===== config.mk =====
export PLATFORM = sky130hd
export DESIGN_NAME = keccak_padder
export DESIGN_NICKNAME = d
export VERILOG_FILES = /design/src/rtl/keccak_padder.sv
export SDC_FILE = /design/constraint.sdc
export NUM_CORES = 2
export LEC_CHECK = 0
export ABC_AREA = 1
export CORE_AREA = 3 3 452 454
export DETAILED_ROUTE_END_ITERATION = 10
export DIE_AREA = 0 0 455 457
export GPL_TIMING_DRIVEN = 1
export HOLD_SLACK_MARGIN = 0.06
export PLACE_DENSITY = 0.64
export SYNTH_ARGS = -nofsm -noshare
export SYNTH_HDL_FRONTEND = slang
export SYNTH_SLANG_ARGS = --single-unit

===== constraint.sdc =====
create_clock -name clk -period 4.61 [get_ports clk]
set_input_delay 0.6915 -clock clk [delete_from_list [all_inputs] [get_ports clk]]
set_output_delay 0.6915 -clock clk [all_outputs]
set_load 0.1 [all_outputs]

===== src/rtl/keccak_padder.sv =====
// keccak_padder: packs a 64-bit word message stream into 1088-bit rate blocks,
// applies Keccak multi-rate padding and hands blocks to the permutation core.
module keccak_padder #(
  parameter int unsigned DIN_WIDTH  = 1088,
  parameter int unsigned WORD_WIDTH = 64,
  parameter logic [7:0]  PAD_BYTE   = 8'h01
) (
  input  logic                  clk,
  input  logic                  rst_n,
  input  logic [WORD_WIDTH-1:0] in_data,
  input  logic                  in_valid,
  input  logic                  in_last,
  input  logic [3:0]            in_bytes,
  output logic                  in_ready,
  input  logic                  core_ready,
  output logic [DIN_WIDTH-1:0]  blk_data,
  output logic                  blk_valid,
  output logic                  first_block,
  output logic                  last_block
);

  localparam int unsigned LANES      = DIN_WIDTH / WORD_WIDTH;
  localparam int unsigned RATE_BYTES = DIN_WIDTH / 8;
  localparam int unsigned WORD_BYTES = WORD_WIDTH / 8;
  localparam int unsigned CNT_W      = $clog2(LANES);

  typedef enum logic {FILL, EMIT} state_t;

  state_t               state_q, state_d;
  logic [CNT_W-1:0]     cnt_q, cnt_d;
  logic                 first_q, first_d;
  logic                 extra_q, extra_d;
  logic                 final_q, final_d;
  logic [DIN_WIDTH-1:0] acc_q, acc_d;
  logic [DIN_WIDTH-1:0] blk_q, blk_d;

  logic [WORD_WIDTH-1:0] word_m;
  logic [DIN_WIDTH-1:0]  acc_w;
  int unsigned           pos;

  // XOR the domain byte at byte position p and 0x80 into the final rate byte;
  // when p is the final byte both land on it (PAD_BYTE ^ 0x80).
  function automatic logic [DIN_WIDTH-1:0] pad_block(input logic [DIN_WIDTH-1:0] blk,
                                                     input int unsigned p);
    logic [DIN_WIDTH-1:0] r;
    r = blk;
    for (int unsigned b = 0; b < RATE_BYTES; b++) begin
      if (b == p) r[b*8 +: 8] = r[b*8 +: 8] ^ PAD_BYTE;
    end
    r[(RATE_BYTES-1)*8 +: 8] = r[(RATE_BYTES-1)*8 +: 8] ^ 8'h80;
    return r;
  endfunction

  // State and datapath registers with synchronous active-low reset
  always_ff @(posedge clk) begin
    if (!rst_n) begin
      state_q <= FILL;
      cnt_q   <= '0;
      first_q <= 1'b1;
      extra_q <= 1'b0;
      final_q <= 1'b0;
      acc_q   <= '0;
      blk_q   <= '0;
    end else begin
      state_q <= state_d;
      cnt_q   <= cnt_d;
      first_q <= first_d;
      extra_q <= extra_d;
      final_q <= final_d;
      acc_q   <= acc_d;
      blk_q   <= blk_d;
    end
  end

  // Lane packing, padding and FILL/EMIT sequencing
  always_comb begin
    state_d = state_q;
    cnt_d   = cnt_q;
    first_d = first_q;
    extra_d = extra_q;
    final_d = final_q;
    acc_d   = acc_q;
    blk_d   = blk_q;
    word_m  = '0;
    acc_w   = acc_q;

    for (int unsigned k = 0; k < WORD_BYTES; k++) begin
      if (k < 32'(in_bytes)) word_m[k*8 +: 8] = in_data[k*8 +: 8];
    end
    for (int unsigned l = 0; l < LANES; l++) begin
      if (l == 32'(cnt_q)) acc_w[l*WORD_WIDTH +: WORD_WIDTH] = word_m;
    end
    pos = 32'(cnt_q) * WORD_BYTES + 32'(in_bytes);

    case (state_q)
      FILL: begin
        if (in_valid) begin
          if (in_last) begin
            state_d = EMIT;
            cnt_d   = '0;
            acc_d   = '0;
            if (pos < RATE_BYTES) begin
              blk_d   = pad_block(acc_w, pos);
              final_d = 1'b1;
            end else begin
              // Message ends exactly on a block boundary: padding goes in a
              // separate pad-only block emitted right after this one.
              blk_d   = acc_w;
              extra_d = 1'b1;
            end
          end else if (32'(cnt_q) == LANES - 1) begin
            state_d = EMIT;
            cnt_d   = '0;
            acc_d   = '0;
            blk_d   = acc_w;
          end else begin
            cnt_d = cnt_q + 1'b1;
            acc_d = acc_w;
          end
        end
      end
      EMIT: begin
        if (core_ready) begin
          first_d = 1'b0;
          if (final_q) begin
            final_d = 1'b0;
            first_d = 1'b1;
            state_d = FILL;
          end else if (extra_q) begin
            blk_d   = pad_block('0, 0);
            final_d = 1'b1;
            extra_d = 1'b0;
          end else begin
            state_d = FILL;
          end
        end
      end
      default: state_d = FILL;
    endcase
  end

  assign in_ready    = rst_n && (state_q == FILL);
  assign blk_valid   = (state_q == EMIT) && core_ready;
  assign first_block = blk_valid && first_q;
  assign last_block  = blk_valid && final_q;
  assign blk_data    = blk_q;

endmodule


==> qor.txt <==
Outcome -> completed
Nets -> 13,280
GRT overflow -> 0
Post-route DRC -> 0
Mean area per synthesized cell -> 7.038 µm²
Post-synth top cells -> 5,274 x nand2_1, 2,185 x dfxtp_1, 2,069 x a21oi_1
Initial Util -> 44.51%
Die height -> 457 µm
Total CTS buffers -> 224
Leakage -> 35.53 nW
Setup TNS -> 0 ns
Post-CTS sizing -> 0
Synth area leaders -> dfxtp_1 49%, nand2_1 22%, a21oi_1 12%
Initial drt markers -> 11,470
Wirelength per Cell -> 24.25 µm
Maxcap violations -> 0
Sequential share of the synthesized area -> 49.13%
Metal1 wirelength -> 152,200 µm
Count leader, synth -> nand2_1
Layout cell share with drive strength beyond 1 -> 6.180%
Peak supply drop -> 0.3853 mV
Met3 wire len -> 38,330 µm
Hpwl dp -> 253,100 µm
Synth Area in Compound Gates -> 18.77%
Die area -> 207,900 µm²
Initial antenna violation count -> 72
Mux cell area share after synthesis -> 0%
# rows -> 164
Post-CTS Setup Inserts -> 0
Hold WC Path Type -> primary input to flop
Synth async-reset ratio -> 0%
Reg clk slew, reported paths -> 0.06 ns
Syn nets -> 12,730
Worst-Margin Slew -> 1.317 ns
PD cells -> 372.7 nW/µm²
Crit Path Category -> flop to flop
Ys flop type -> dfxtp_1
Post-synthesis cell type count -> 37
Worst clock skew -> 0.03861 ns
Setup Viol. Count Final -> 0
Crit path arrival time -> 4.60 ns
Core box area -> 200,100 µm²
First-pass GRT wire length -> 549,900 µm
Root buf cell -> clkbuf_16
IO Pins -> 1,165
Final min period -> 3.803 ns
Drt pass-1 iters -> 8
Syn Inst Count -> 12,650
CP required -> 5.40 ns
Gpl congestion -> 0.8974
Post-synth EDFFs -> 0
# H-tree levels -> 4
Area leader, netlist -> dfxtp_1
Pin count of the biggest net entering global routing -> 235
Clk_lat worst skew -> 0.90 ns
CTS tree -> done
Area of the multi-input gates -> 40,130 µm²
Main combinational cell family by area after synthesis -> simple AND/OR/NAND/NOR gates
Adder-cell area share of the yosys netlist -> 0.1124%
Post-CTS Hold Buffers -> 0
Port bufs -> 1,164
Final hold vios -> 0
Cell Area, Synth -> 89,040 µm²
Startpoint class of the critical path -> flop
# fillers -> 18,830
Period utilization -> 82.50%
Unrepaired setup endpoints after global routing -> no
Routed wire length -> 390,100 µm
Tot Pwr -> 40.90 mW
Chip width -> 455 µm
Clock tree buffer depth -> 3
Sink Count -> 2,185
Area share of the largest cell type after synthesis -> 49.13%
Yosys warns -> 0
Post-Synth Simple-Gate Area -> 25.76%
Min Hold Slack -> 0.4240 ns
Number of synthesized register bits -> 2,185
ANT nets after route -> 0
Area growth syn-to-layout -> 23.25%
Largest fanout on the critical path -> 66
Vias after detailed routing -> 90,280
Rel. slew slack -> 12.21%
Slew Limit Fails -> 0
Global-route usage over all layers -> 35.65%
FMAX -> 262.9 MHz
Crit. End Element -> flop
Vias in the first global route -> 79,450
Via/cell ratio -> 5.611
Top sig layer -> met5
Met2 Routed Length -> 168,200 µm
Post-Synth XOR/XNOR Area -> 0.1475%
Register Area -> 43,740 µm²
[per-layer routing]
layer  global-route usage (%)  up-vias
met2                    52.86     4657
met1                    45.89    42520
met3                    7.276      943
met4                    25.84        6
met5                        0        -
li1                         -    42150
[sequential cells by signal, indices dropped and copies added, names as in the netlist]
| register | count |
|---|---|
| blk_data | 1088 |
| acc_q | 1088 |
| final_q | 1 |
| first_q | 1 |
| state_q | 1 |
| extra_q | 1 |
| cnt_q | 5 |
[placed cells by master, fill, tap and decap left out, drive strengths merged, types with 5 or more instances in the layout]
| master | Yosys | final |
|---|---|---|
| nand2 | 5285 | 5285 |
| nor2 | 202 | 202 |
| a31o | 5 | 5 |
| a2bb2oi | 57 | 57 |
| diode | 0 | 52 |
| or2 | 64 | 64 |
| nor3 | 8 | 8 |
| bufinv | 0 | 14 |
| xnor2 | 10 | 10 |
| buf | 403 | 291 |
| a31oi | 5 | 5 |
| clkbuf | 655 | 341 |
| o21bai | 13 | 13 |
| clkdlybuf4s50 | 0 | 1089 |
| nand4 | 88 | 88 |
| a21oi | 2069 | 2069 |
| clkinv | 3 | 56 |
| inv | 240 | 238 |
| o211ai | 56 | 56 |
| dfxtp | 2185 | 2185 |
| o21ai | 1045 | 1045 |
| ha | 8 | 8 |
| nand3 | 239 | 239 |
| xor2 | 5 | 5 |
[logic make-up after synthesis]
family | count (synthesis)
AOI/OAI and AO/OA | 3255
xor gates and xnor gates | 15
adders and majority gates | 8
buffers and inverters | 1301
DFF | 2185
and+or+nand+nor | 5888
[where the power goes]
| part | leakage (nW) | internal [mW] | switching [mW] |
|---|---|---|---|
| Combinational | 14.2 | 0.526 | 2.75 |
| Clock | 3.71 | 10.7 | 7.92 |
| Sequential | 17.6 | 19.0 | 0.0522 |
[worst max-delay path, stage by stage (launching register included)]
cell	delay (ns)
dfxtp_1	0.40
inv_1	0.20
ha_1	0.25
inv_1	0.07
nor2_2	0.29
inv_2	0.17
nor2_4	0.42
clkinv_2	0.85
buf_12	0.49
o21ai_0	0.29
nand2_1	0.10
a21oi_1	0.14
[final timing paths]
check | startpoint | slack [ns] | cells past startpoint | endpoint
worst max-delay path | cnt_q[0] | 0.81 | 11 | blk_data[44]
worst min-delay path | rst_n | 0.42 | 3 | blk_data[432]
worst max register to register | cnt_q[0] | 0.81 | 11 | blk_data[44]
worst min register to register | acc_q[1087] | 0.43 | 2 | acc_q[1087]
[metrics by stage]
stage               instances  cell area (µm²)  setup slack, ns  util [%]
detailed placement      15630           102100           0.5594     51.04
global route            16060           109700           0.5309     54.81
finish                  16090           109700           0.8068     54.85
CTS                     16040           109600           0.8654     54.79
floorplan               12650            89040            1.214         -
global placement        15630           102100           0.5723     51.04
[area by class of cell]
class                   instances  share of cell area (%)
diodes                         52                  0.1186
clock buffers                 341                   6.058
clock inverters                66                  0.7821
inverters                     243                  0.8711
multi-input cells            9166                   36.57
flip-flops and latches       2185                   39.86
well taps                    2656                   3.028
repair buffers               1380                   12.72
Power figures use the tool's default switching activity.
